## config.mk

```make
export PLATFORM = sky130hd
export DESIGN_NAME = sys_array_ctrl_flat
export DESIGN_NICKNAME = d
export VERILOG_FILES = /design/src/rtl/sys_array_ctrl_if.sv /design/src/rtl/sys_array_ctrl.sv /design/src/flat_wrapper.sv
export SDC_FILE = /design/constraint.sdc
export NUM_CORES = 1
export LEC_CHECK = 0
export ABC_AREA = 0
export CORE_UTILIZATION = 25
export DETAILED_ROUTE_END_ITERATION = 8
export GPL_ROUTABILITY_DRIVEN = 1
export PLACE_DENSITY_LB_ADDON = 0.08
export SLEW_MARGIN = 0
export SYNTH_ARGS = -nofsm -noshare
export SYNTH_HDL_FRONTEND = slang
export SYNTH_SLANG_ARGS = --single-unit
export TNS_END_PERCENT = 50
```

## constraint.sdc

```tcl
create_clock -name clk -period 5.93 [get_ports clk]
set_input_delay 1.186 -clock clk [delete_from_list [all_inputs] [get_ports clk]]
set_output_delay 1.186 -clock clk [all_outputs]
set_load 0.005 [all_outputs]
```

## src/rtl/sys_array_ctrl_if.sv

```systemverilog
// Control/status bundle between the systolic-array sequencer and its buffers.
// The master side drives the pass request; the slave side (the sequencer) drives everything else.
interface sys_array_ctrl_if #(
    parameter int ARRAY_H = 4,
    parameter int ARRAY_W = 4,
    parameter int M_WIDTH = 8
);
    localparam int AW = $clog2(ARRAY_H);

    logic               start;
    logic [M_WIDTH-1:0] n_vectors;
    logic               keep_weights;
    logic               busy;
    logic               done;
    logic               param_load;
    logic [AW-1:0]      w_addr;
    logic               in_rd_en;
    logic [M_WIDTH-1:0] in_addr;
    logic [ARRAY_H-1:0] in_lane_valid;
    logic [ARRAY_W-1:0] out_col_valid;
    logic [M_WIDTH-1:0] out_addr;

    modport master (
        output start, n_vectors, keep_weights,
        input  busy, done, param_load, w_addr, in_rd_en, in_addr,
               in_lane_valid, out_col_valid, out_addr
    );

    modport slave (
        input  start, n_vectors, keep_weights,
        output busy, done, param_load, w_addr, in_rd_en, in_addr,
               in_lane_valid, out_col_valid, out_addr
    );
endinterface

```

## src/rtl/sys_array_ctrl.sv

```systemverilog
// Pass sequencer for a weight-stationary ARRAY_H x ARRAY_W systolic array:
// weight load, skewed input feed and output drain. No datapath lives here.
module sys_array_ctrl #(
    parameter int ARRAY_H = 4,
    parameter int ARRAY_W = 4,
    parameter int M_WIDTH = 8
) (
    input  logic           clk,
    input  logic           reset,
    sys_array_ctrl_if.slave bus
);
    localparam int AW = $clog2(ARRAY_H);
    // Wide enough for the last stream index, M_max + ARRAY_H + ARRAY_W - 2.
    localparam int TW = M_WIDTH + $clog2(ARRAY_H + ARRAY_W) + 1;

    typedef enum logic [1:0] {IDLE, LOAD, STREAM, DONE} state_t;

    state_t             state;
    logic [AW-1:0]      lc;
    logic [TW-1:0]      t;
    logic [M_WIDTH-1:0] m_q;

    logic [TW-1:0] m_ext;
    logic [TW-1:0] t_last;

    assign m_ext  = TW'(m_q);
    assign t_last = m_ext + TW'(ARRAY_H + ARRAY_W - 2);

    // NOTE: non-blocking assignments so every register sees the pre-edge values of the others.
    always_ff @(posedge clk) begin
        if (reset) begin
            state <= IDLE;
            lc    <= '0;
            t     <= '0;
            m_q   <= '0;
        end else begin
            unique case (state)
                IDLE: begin
                    if (bus.start) begin
                        m_q <= bus.n_vectors;
                        lc  <= '0;
                        t   <= '0;
                        if (bus.n_vectors == '0)  state <= DONE;
                        else if (bus.keep_weights) state <= STREAM;
                        else                       state <= LOAD;
                    end
                end
                LOAD: begin
                    if (lc == AW'(ARRAY_H - 1)) begin
                        lc    <= '0;
                        t     <= '0;
                        state <= STREAM;
                    end else begin
                        lc <= lc + AW'(1);
                    end
                end
                STREAM: begin
                    if (t == t_last) begin
                        t     <= '0;
                        state <= DONE;
                    end else begin
                        t <= t + TW'(1);
                    end
                end
                DONE:    state <= IDLE;
                default: state <= IDLE;
            endcase
        end
    end

    // Outputs depend only on state, lc, t and m_q, so no input reaches an output combinationally.
    // NOTE: every output gets a default first so no branch can infer a latch.
    always_comb begin
        bus.busy          = (state != IDLE);
        bus.done          = (state == DONE);
        bus.param_load    = 1'b0;
        bus.w_addr        = '0;
        bus.in_rd_en      = 1'b0;
        bus.in_addr       = '0;
        bus.in_lane_valid = '0;
        bus.out_col_valid = '0;
        bus.out_addr      = '0;

        if (state == LOAD) begin
            // Bottom row's weight goes in first so it has shifted furthest when loading ends.
            bus.param_load = 1'b1;
            bus.w_addr     = AW'(ARRAY_H - 1) - lc;
        end

        if (state == STREAM) begin
            if (t < m_ext) begin
                bus.in_rd_en = 1'b1;
                bus.in_addr  = t[M_WIDTH-1:0];
            end
            for (int r = 0; r < ARRAY_H; r++) begin
                bus.in_lane_valid[r] = (t >= TW'(r)) && (t < TW'(r) + m_ext);
            end
            // Column c's bottom-row result lags its first input by ARRAY_H + c hops.
            for (int c = 0; c < ARRAY_W; c++) begin
                bus.out_col_valid[c] = (t >= TW'(ARRAY_H + c)) && (t < TW'(ARRAY_H + c) + m_ext);
            end
            if (bus.out_col_valid[0]) begin
                bus.out_addr = M_WIDTH'(t - TW'(ARRAY_H));
            end
        end
    end
endmodule

```

## src/flat_wrapper.sv

```systemverilog
// flat-port wrapper written by rule: the top's interface ports become plain ports
module sys_array_ctrl_flat 
#(
    parameter int ARRAY_H = 4,
    parameter int ARRAY_W = 4,
    parameter int M_WIDTH = 8
)
  (clk, reset, bus_start, bus_n_vectors, bus_keep_weights, bus_busy, bus_done, bus_param_load, bus_w_addr, bus_in_rd_en, bus_in_addr, bus_in_lane_valid, bus_out_col_valid, bus_out_addr);
  sys_array_ctrl_if #(.ARRAY_H(ARRAY_H), .ARRAY_W(ARRAY_W), .M_WIDTH(M_WIDTH)) bus_i ();
  input  logic clk;
  input  logic reset;
  input wire logic [$bits(bus_i.start)-1:0] bus_start;
  input wire logic [$bits(bus_i.n_vectors)-1:0] bus_n_vectors;
  input wire logic [$bits(bus_i.keep_weights)-1:0] bus_keep_weights;
  output wire logic [$bits(bus_i.busy)-1:0] bus_busy;
  output wire logic [$bits(bus_i.done)-1:0] bus_done;
  output wire logic [$bits(bus_i.param_load)-1:0] bus_param_load;
  output wire logic [$bits(bus_i.w_addr)-1:0] bus_w_addr;
  output wire logic [$bits(bus_i.in_rd_en)-1:0] bus_in_rd_en;
  output wire logic [$bits(bus_i.in_addr)-1:0] bus_in_addr;
  output wire logic [$bits(bus_i.in_lane_valid)-1:0] bus_in_lane_valid;
  output wire logic [$bits(bus_i.out_col_valid)-1:0] bus_out_col_valid;
  output wire logic [$bits(bus_i.out_addr)-1:0] bus_out_addr;
  assign bus_i.start = bus_start;
  assign bus_i.n_vectors = bus_n_vectors;
  assign bus_i.keep_weights = bus_keep_weights;
  assign bus_busy = bus_i.busy;
  assign bus_done = bus_i.done;
  assign bus_param_load = bus_i.param_load;
  assign bus_w_addr = bus_i.w_addr;
  assign bus_in_rd_en = bus_i.in_rd_en;
  assign bus_in_addr = bus_i.in_addr;
  assign bus_in_lane_valid = bus_i.in_lane_valid;
  assign bus_out_col_valid = bus_i.out_col_valid;
  assign bus_out_addr = bus_i.out_addr;
  sys_array_ctrl #(.ARRAY_H(ARRAY_H), .ARRAY_W(ARRAY_W), .M_WIDTH(M_WIDTH)) u_core (.clk(clk), .reset(reset), .bus(bus_i));
endmodule
```

; Yosys cells after proc, flatten, opt, wreduce, memory -nomap -nowiden
; Cells that the tools add are included.
[word_totals]
out_inout_bits = 30
regBits = 24
elab_cells = 79
in_bits = 12
[op_classes]
order_cmp = 16
n_reduce_logical = 17
n_eq_ne = 8
n_addsub = 11
mux = 23
[ops]
columns = operator, n
row1 = $lt 12x9->1, 7
row2 = $ge 12x3->1 const B, 4
row3 = $add 3x8->9 const A, 4
row4 = $mux 12, 3
row5 = $pmux 12 s3, 1
row6 = $mux 8, 4
row7 = $ge 12x1->1 const B, 2
row8 = $ge 12x2->1 const B, 2
row9 = $add 2x8->9 const A, 2
row10 = $mux 2, 8
row11 = $add 12x1->12 const B, 1
row12 = $eq 12x9->1, 1
row13 = $lt 12x8->1, 1
row14 = $add 1x8->9 const A, 1
row15 = $logic_and 1x1->1, 8
row16 = $logic_not 8->1, 1
row17 = $mux 4, 2
row18 = $pmux 2 s4, 1
row19 = $sub 8x3->8 const B, 1
row20 = $eq 2x2->1 const B, 3
row21 = $reduce_and 3->1, 2
row22 = $ne 2x1->1 const B, 2
row23 = $pmux 2 s2, 1
row24 = $reduce_and 2->1, 2
row25 = other kinds (8), 11

; Logic depth before layout (Yosys ltp)
; Gate-level depths: netlist (run 1).
[logic_depth]
word_depth = 5
ltp_mapped = 12
depth_no_buf = 11

; Least setup slack after synthesis (run 1)
; Ideal clock, no wire load.
[synth_timing]
path_type = register to output
startpoint = reg u_core.m_q[2]
endpoint = out bus_out_col_valid[3]
arrival_time_ps = 2473
path_buffers = 1
path_slack_ps = 2271
required_ps = 4744
path_stages_with_launch = 12
cell_sequence = dfxtp_1 > clkbuf_1 > inv_1 > ha_1 > a21boi_0 > nor2_1 > xnor2_1 > ha_1 > and3_1 > a22o_1 > o21ai_0 > o311a_2
[synth_via]
elab_chain_cells = 4
[synth_lines]
columns = element, line
row1 = start: declaration, sys_array_ctrl.sv:21  ; logic [M_WIDTH-1:0] m_q;
row2 = start signal: assignment, sys_array_ctrl.sv:40  ; m_q <= bus.n_vectors;
row3 = $add 3x8->9, sys_array_ctrl.sv:100  ; bus.out_col_valid[c] = (t >= TW'(ARRAY_H + c)) && (t < TW'(ARRAY_H + c) + m_ext);
row4 = $lt 12x9->1, sys_array_ctrl.sv:100
row5 = $logic_and 1x1->1, sys_array_ctrl.sv:100
row6 = $mux 4, sys_array_ctrl.sv:90  ; if (state == STREAM) begin
row7 = end: declaration, flat_wrapper.sv:22  ; output wire logic [$bits(bus_i.out_col_valid)-1:0] bus_out_col_valid;
; Every way passes these cells.

; Final worst setup path (run 1)
[layout_timing]
startpoint = reg u_core.m_q[3]
endpoint = out bus_in_lane_valid[1]
[layout_via]
elab_chain_cells = 4
[layout_lines]
columns = element, line
row1 = $add 1x8->9, sys_array_ctrl.sv:96  ; bus.in_lane_valid[r] = (t >= TW'(r)) && (t < TW'(r) + m_ext);
row2 = $lt 12x9->1, sys_array_ctrl.sv:96
row3 = $logic_and 1x1->1, sys_array_ctrl.sv:96
row4 = $mux 4, sys_array_ctrl.sv:90
row5 = end: declaration, flat_wrapper.sv:21  ; output wire logic [$bits(bus_i.in_lane_valid)-1:0] bus_in_lane_valid;
; Every way passes these cells.

==> flow_metrics.env, run 1 <==
export IMPL_status="complete, no violations"
export IMPL_place_gp_congestion=0.788
export IMPL_ys_ff_latch=24
export IMPL_start_kind="register"
export IMPL_maxCapViolCount=0
export IMPL_max_slew_margin_rel_pct=40.0
export IMPL_avgSynthCellArea_um2=7.88
export IMPL_io_buffers=41
export IMPL_fmax_mhz=206
export IMPL_clock_sinks=24
export IMPL_synth_edf_count=0
export IMPL_cp_required_ps=4740
export IMPL_dr_total_vias=3227
export IMPL_clock_latency_ps=260
export IMPL_tightest_slew_ps=892
export IMPL_fin_cells=665
export IMPL_worstPathArrival_ps=3680
export IMPL_place_inst=661
export IMPL_period_needed_ps=4860
export IMPL_drtIter0Drc=165
export IMPL_drcViolationCount=0
export IMPL_routed_wl_um=11400
export IMPL_root_buffer="clkbuf_16"
export IMPL_die_y_um=122
export IMPL_path_max_fanout=16
export IMPL_period_share_pct=82.0
export IMPL_final_common_cell="ha_1"
export IMPL_hold_viol=0
export IMPL_die_w_um=122
export IMPL_syn_nets=550
export IMPL_antennaDiodeCount=0
export IMPL_setup_ws_ps=1070
export IMPL_grt_start_max_net_pins=20
export IMPL_num_rows=43
export IMPL_io_pins=42
export IMPL_layout_common_cells="ha_1, nor2_1, clkdlybuf4s50_1"
export IMPL_ys_flop_type="dfxtp_1"
export IMPL_p_per_area_mw_per_mm2=228
export IMPL_overflow=0
export IMPL_antenna_found_initial=0
export IMPL_grt_pass1_wl_um=17700
export IMPL_synth_top_area_share_pct=29.4
export IMPL_drive_gt1_share_pct=4.12
export IMPL_final_antenna_net_count=0
export IMPL_yosysWarningCount=0
export IMPL_wl_per_cell_um=17.2
export IMPL_initial_core_util_pct=25.7
export IMPL_r2r_end="u_core.state[0]"
export IMPL_htree_num_levels=1
export IMPL_reg2reg_depth=10
export IMPL_nFillCells=1523
export IMPL_p_leak_uw=0.00173
export IMPL_syn_cell_area_mm2=0.00358
export IMPL_synth_area_leaders="ha_1, dfxtp_1, xnor2_1, a21oi_1, nor2_1"
export IMPL_cts_hold_buf=0
export IMPL_grt_pass1_vias=3072
export IMPL_nNetsFinal=582
export IMPL_fin_tns_setup_ps=0
export IMPL_regToRegStartpoint="u_core.m_q[3]"
export IMPL_grt_setup_unrepaired="false"
export IMPL_die_area_mm2=0.0148
export IMPL_place_ws_ps=1340
export IMPL_finClkSkew_ps=5.78
export IMPL_async_reset_ff_share_pct=0
export IMPL_cts_buffer_depth=2
export IMPL_postCtsSetupBuffers=0
export IMPL_dp_hpwl_um=8830
export IMPL_min_from="u_core.lc[1]"
export IMPL_synth_distinct_cells=54
export IMPL_post_cts_resized=0
export IMPL_synthCells=454
export IMPL_setup_violations=0
export IMPL_hold_end="u_core.lc[1]"
export IMPL_cp_end_kind="output pin"
export IMPL_clk_pin_slew_worst_paths_ps=70
export IMPL_cts_tree="yes"
export IMPL_hold_class="reg2reg"
export IMPL_ff2ff_setup_slack_ps=2820
export IMPL_synth_top_cell_by_area="ha_1"
export IMPL_vias_per_cell=4.85
export IMPL_firstDrtPassIters=4
export IMPL_numCtsBuffers=3
export IMPL_core_area_mm2=0.0139
export IMPL_ys_seq_area_share_pct=13.4
export IMPL_maxSlewViolCount=0
export IMPL_worstSetupPathType="reg2out"
export IMPL_grt_use_total_pct=15.7
export IMPL_min_path_cells=2
export IMPL_area_growth_pct=19.2
export IMPL_peakVddDrop_mv=0.124
-- cell families after synthesis --
logic type | count (synthesis) | share of synthesized area (%)
buf+inv | 44 | 5.07
compound gates | 85 | 15.9
simple gates | 165 | 23.4
xor+xnor | 51 | 12.5
fa+ha+maj | 84 | 29.4
flops | 24 | 13.4
mux | 1 | 0.280
-- layout make-up --
type / count / area [um2] / area share [%]
Inverter: 26 / 97.6 / 2.29
Clock inverter: 1 / 30.0 / 0.704
Clock buffer: 3 / 75.1 / 1.76
Multi-Input combinational cell: 386 / 2920 / 68.4
Tap cell: 180 / 225 / 5.28
Sequential cell: 24 / 480 / 11.3
Timing Repair Buffer: 45 / 440 / 10.3
-- cells in the mapped netlist (all sizes together) (4+ instances only) --
cell and count:
nand3 21, nor3 8, nor4 8, o21ai 12
nand4 10, o31a 5, nand2 41, ha 84
nor4b 6, a21oi 35, nor2b 9, a21o 7
nand2b 5, nor2 44, clkbuf 14, and3 4
inv 24, dfxtp 24, xor2 11, xnor2 40
-- per-layer routing --
metal,part of all wire [%],GRT usage (%),vias up
met5,0,0,-
met4,0.40,2.55,0
met3,2.1,0.702,2
met2,46,25.2,42
met1,52,23.3,1508
li1,-,-,1675
-- through the flow --
step	utilization, %	total power [uW]	hold WS (ps)	cell area, um2
after floorplan	-	605	480	3580
after global placement	29.9	773	517	4160
after detailed placement	29.9	775	522	4160
after CTS	30.6	981	538	4270
after global routing	30.6	1050	565	4270
final	30.6	971	532	4270
-- worst max path at each step --
stage | endpoint | depth (start not counted) | from
2_1_floorplan | bus_out_col_valid[3] | 11 | u_core.m_q[2]
5_1_grt | bus_in_lane_valid[1] | 9 | u_core.m_q[3]
3_3_place_gp | bus_in_lane_valid[1] | 9 | u_core.m_q[3]
6_report | bus_in_lane_valid[1] | 9 | u_core.m_q[3]
4_1_cts | bus_in_lane_valid[1] | 9 | u_core.m_q[3]
3_5_place_dp | bus_in_lane_valid[1] | 9 | u_core.m_q[3]
-- power by group --
group / total, uW / switching [uW] / leakage [uW] / internal (uW)
registers: 231 / 49.7 / 0.000195 / 181
logic: 540 / 310 / 0.00149 / 230
clock network: 200 / 65.3 / 0.0000511 / 134
total: 971 / 425 / 0.00173 / 546
-- flip-flops by register name, summed over array words and instances (netlist names) --
register,cells
u_core.state,2
u_core.m_q,8
u_core.lc,2
u_core.t,12
-- worst max-delay path: stages, from the launching register on --
cell and delay (ps):
dfxtp_1 590, ha_1 630, nand4_1 240, xnor2_1 240
ha_1 300, a41oi_1 180, o21ai_0 110, a2111oi_0 420
o31a_1 210, clkdlybuf4s50_1 490
No activity file was read; power rests on OpenSTA's default activity.
==> run 2, diff against run 1 <==
==> constraint.sdc (replaced) <==
create_clock -name clk -period 4.4 [get_ports clk]
set_input_delay 0.88 -clock clk [delete_from_list [all_inputs] [get_ports clk]]
set_output_delay 0.88 -clock clk [all_outputs]
set_load 0.005 [all_outputs]
==> run 2 against run 1 <==
Net effect: largest power group unchanged; design area grew 3.0%; largest cell class unchanged; die area stayed put; sequential cell count unchanged; critical path type unchanged.
==> flow_metrics.env, run 2 (synthesized netlist as in run 1, its figures left out) <==
export IMPL_status="complete, no violations"
export IMPL_grt_pass1_vias=3193
export IMPL_combPwrFrac_pct=58.1
export IMPL_firstDrtPassIters=4
export IMPL_period_needed_ps=4140
export IMPL_numCtsBuffers=3
export IMPL_p_per_area_mw_per_mm2=302
export IMPL_worstSetupPathType="reg2out"
export IMPL_dr_total_vias=3345
export IMPL_hold_viol=0
export IMPL_root_buffer="clkbuf_16"
export IMPL_power_switching_uw=576
export IMPL_cpPeakStageDelay_ps=570
export IMPL_area_growth_pct=22.7
export IMPL_clockPowerShare_pct=20.2
export IMPL_io_buffers=41
export IMPL_maxCapViolCount=0
export IMPL_drive_gt1_share_pct=7.58
export IMPL_path_max_fanout=11
export IMPL_fin_hold_ws_ps=519
export IMPL_dp_hpwl_um=9330
export IMPL_critical_path_top_delay_family="buffers and inverters"
export IMPL_critical_path_cell_count=10
export IMPL_path_buf_inv=2
export IMPL_vias_per_cell=4.91
export IMPL_die_area_mm2=0.0148
export IMPL_tightest_slew_ps=858
export IMPL_crit_top_cell="ha_1"
export IMPL_fmax_mhz=241
export IMPL_layout_common_cells="ha_1, nor2_1, clkdlybuf4s50_1"
export IMPL_drtIter0Drc=184
export IMPL_wl_per_cell_um=16.9
export IMPL_regToRegStartpoint="u_core.m_q[2]"
export IMPL_cp_end_kind="output pin"
export IMPL_period_share_pct=94.1
export IMPL_num_rows=43
export IMPL_top_register="u_core.t"
export IMPL_reg2reg_depth=11
export IMPL_final_common_cell="ha_1"
export IMPL_grt_use_total_pct=16.0
export IMPL_overflow=0
export IMPL_htree_num_levels=1
export IMPL_p_leak_uw=0.00182
export IMPL_grt_setup_unrepaired="false"
export IMPL_antenna_found_initial=0
export IMPL_clk_pin_slew_worst_paths_ps=60
export IMPL_path_cells="ha_1 -> buf_4 -> nand3_1 -> xnor2_1 -> ha_1 -> nand4_1 -> a21oi_1 -> o21a_1 -> nor4b_1 -> clkdlybuf4s50_1"
export IMPL_die_y_um=122
export IMPL_final_antenna_net_count=0
export IMPL_wl_met2_um=5240
export IMPL_ff2ff_setup_slack_ps=1590
export IMPL_r2r_end="u_core.state[0]"
export IMPL_slowest_stage="clkdlybuf4s50_1"
export IMPL_die_w_um=122
export IMPL_clock_sinks=24
export IMPL_hold_class="reg2reg"
export IMPL_largest_register_ff_count=12
export IMPL_nNetsFinal=598
export IMPL_peakVddDrop_mv=0.209
export IMPL_setup_ws_ps=258
export IMPL_cts_tree="yes"
export IMPL_place_ws_ps=394
export IMPL_grt_start_max_net_pins=18
export IMPL_routed_wl_um=11500
export IMPL_cts_buffer_depth=2
export IMPL_setup_violations=0
export IMPL_fin_tns_setup_ps=0
export IMPL_core_area_mm2=0.0139
export IMPL_met3_length_um=229
export IMPL_sequentialPowerShare_pct=21.7
export IMPL_swShare_pct=43.4
export IMPL_antennaDiodeCount=0
export IMPL_cp_required_ps=3520
export IMPL_initial_core_util_pct=25.7
export IMPL_drcViolationCount=0
export IMPL_grt_pass1_wl_um=18100
export IMPL_internal_power_uw=752
export IMPL_crit_path_end="bus_out_addr[6]"
export IMPL_max_slew_margin_rel_pct=42.7
export IMPL_clock_latency_ps=260
export IMPL_top_regs="u_core.t x12, u_core.m_q x8"
export IMPL_start_kind="register"
export IMPL_multiInputGateArea_mm2=0.00292
export IMPL_wl_met1_um=5970
export IMPL_place_gp_congestion=0.803
export IMPL_worstPathArrival_ps=3260
export IMPL_startpoint="u_core.m_q[3]"
export IMPL_nFillCells=1508
export IMPL_io_pins=42
export IMPL_maxSlewViolCount=0
export IMPL_maxUsedRoutingLayer="met4"
export IMPL_finClkSkew_ps=5.80
export IMPL_layout_area_seq_um2=482
[run 2: repair_timing]
item                       in CTS  in global routing
buffers inserted                0                  1
resized for setup               0                  4
hold buffers                    0                  0
setup endpoints to repair       0                  5
[run 2: how the worst min path moves through the flow]
stage                       start            end  slack (ps)  cells after the start
floorplan            u_core.lc[1]   u_core.lc[1]         480                      2
global placement    u_core.m_q[2]  u_core.m_q[2]         510                      2
detailed placement  u_core.m_q[2]  u_core.m_q[2]         510                      2
CTS                 u_core.m_q[2]  u_core.m_q[2]         520                      2
global route        u_core.m_q[2]  u_core.m_q[2]         560                      2
finish              u_core.m_q[2]  u_core.m_q[2]         520                      2
[run 2: area by class of cell]
| type | instances | area share [%] |
|---|---|---|
| Multi-Input combinational cell | 386 | 66.5 |
| Timing Repair Buffer | 61 | 12.8 |
| Sequential cell | 24 | 11.0 |
| Tap cell | 180 | 5.13 |
| Inverter | 26 | 2.22 |
| Clock buffer | 3 | 1.71 |
| Clock inverter | 1 | 0.684 |
[run 2: power groups by stage]
stage / Clock [uW] / Sequential [uW] / Combinational, uW
floorplan: 0 / 278 / 537
global placement: 0 / 293 / 769
detailed placement: 0 / 293 / 771
CTS: 276 / 288 / 775
global route: 282 / 295 / 864
finish: 268 / 288 / 772
[run 2: worst register-to-register path, cell delays in order, from the launching register on]
cell and delay [ps]:
dfxtp_1 400, inv_1 170, ha_1 280, a21oi_1 280, nor2_1 90, xnor2_1 130, ha_1 270, nand3_1 150
o41ai_4 420, nand2_2 130, a311o_1 300, a21oi_2 130
[run 2: per-layer routing]
metal,track usage (%),vias to the layer above
li1,-,1706
met1,23.1,1581
met2,26.3,53
met3,0.796,5
met4,2.55,0
met5,0,-
[run 2: metrics by stage]
step / cell area, um2 / cells / util, % / power, uW
floorplan: 3580 / 454 / - / 815
global route: 4390 / 681 / 31.5 / 1440
CTS: 4380 / 680 / 31.4 / 1340
global placement: 4270 / 676 / 30.7 / 1060
finish: 4390 / 681 / 31.5 / 1330
detailed placement: 4270 / 676 / 30.7 / 1060
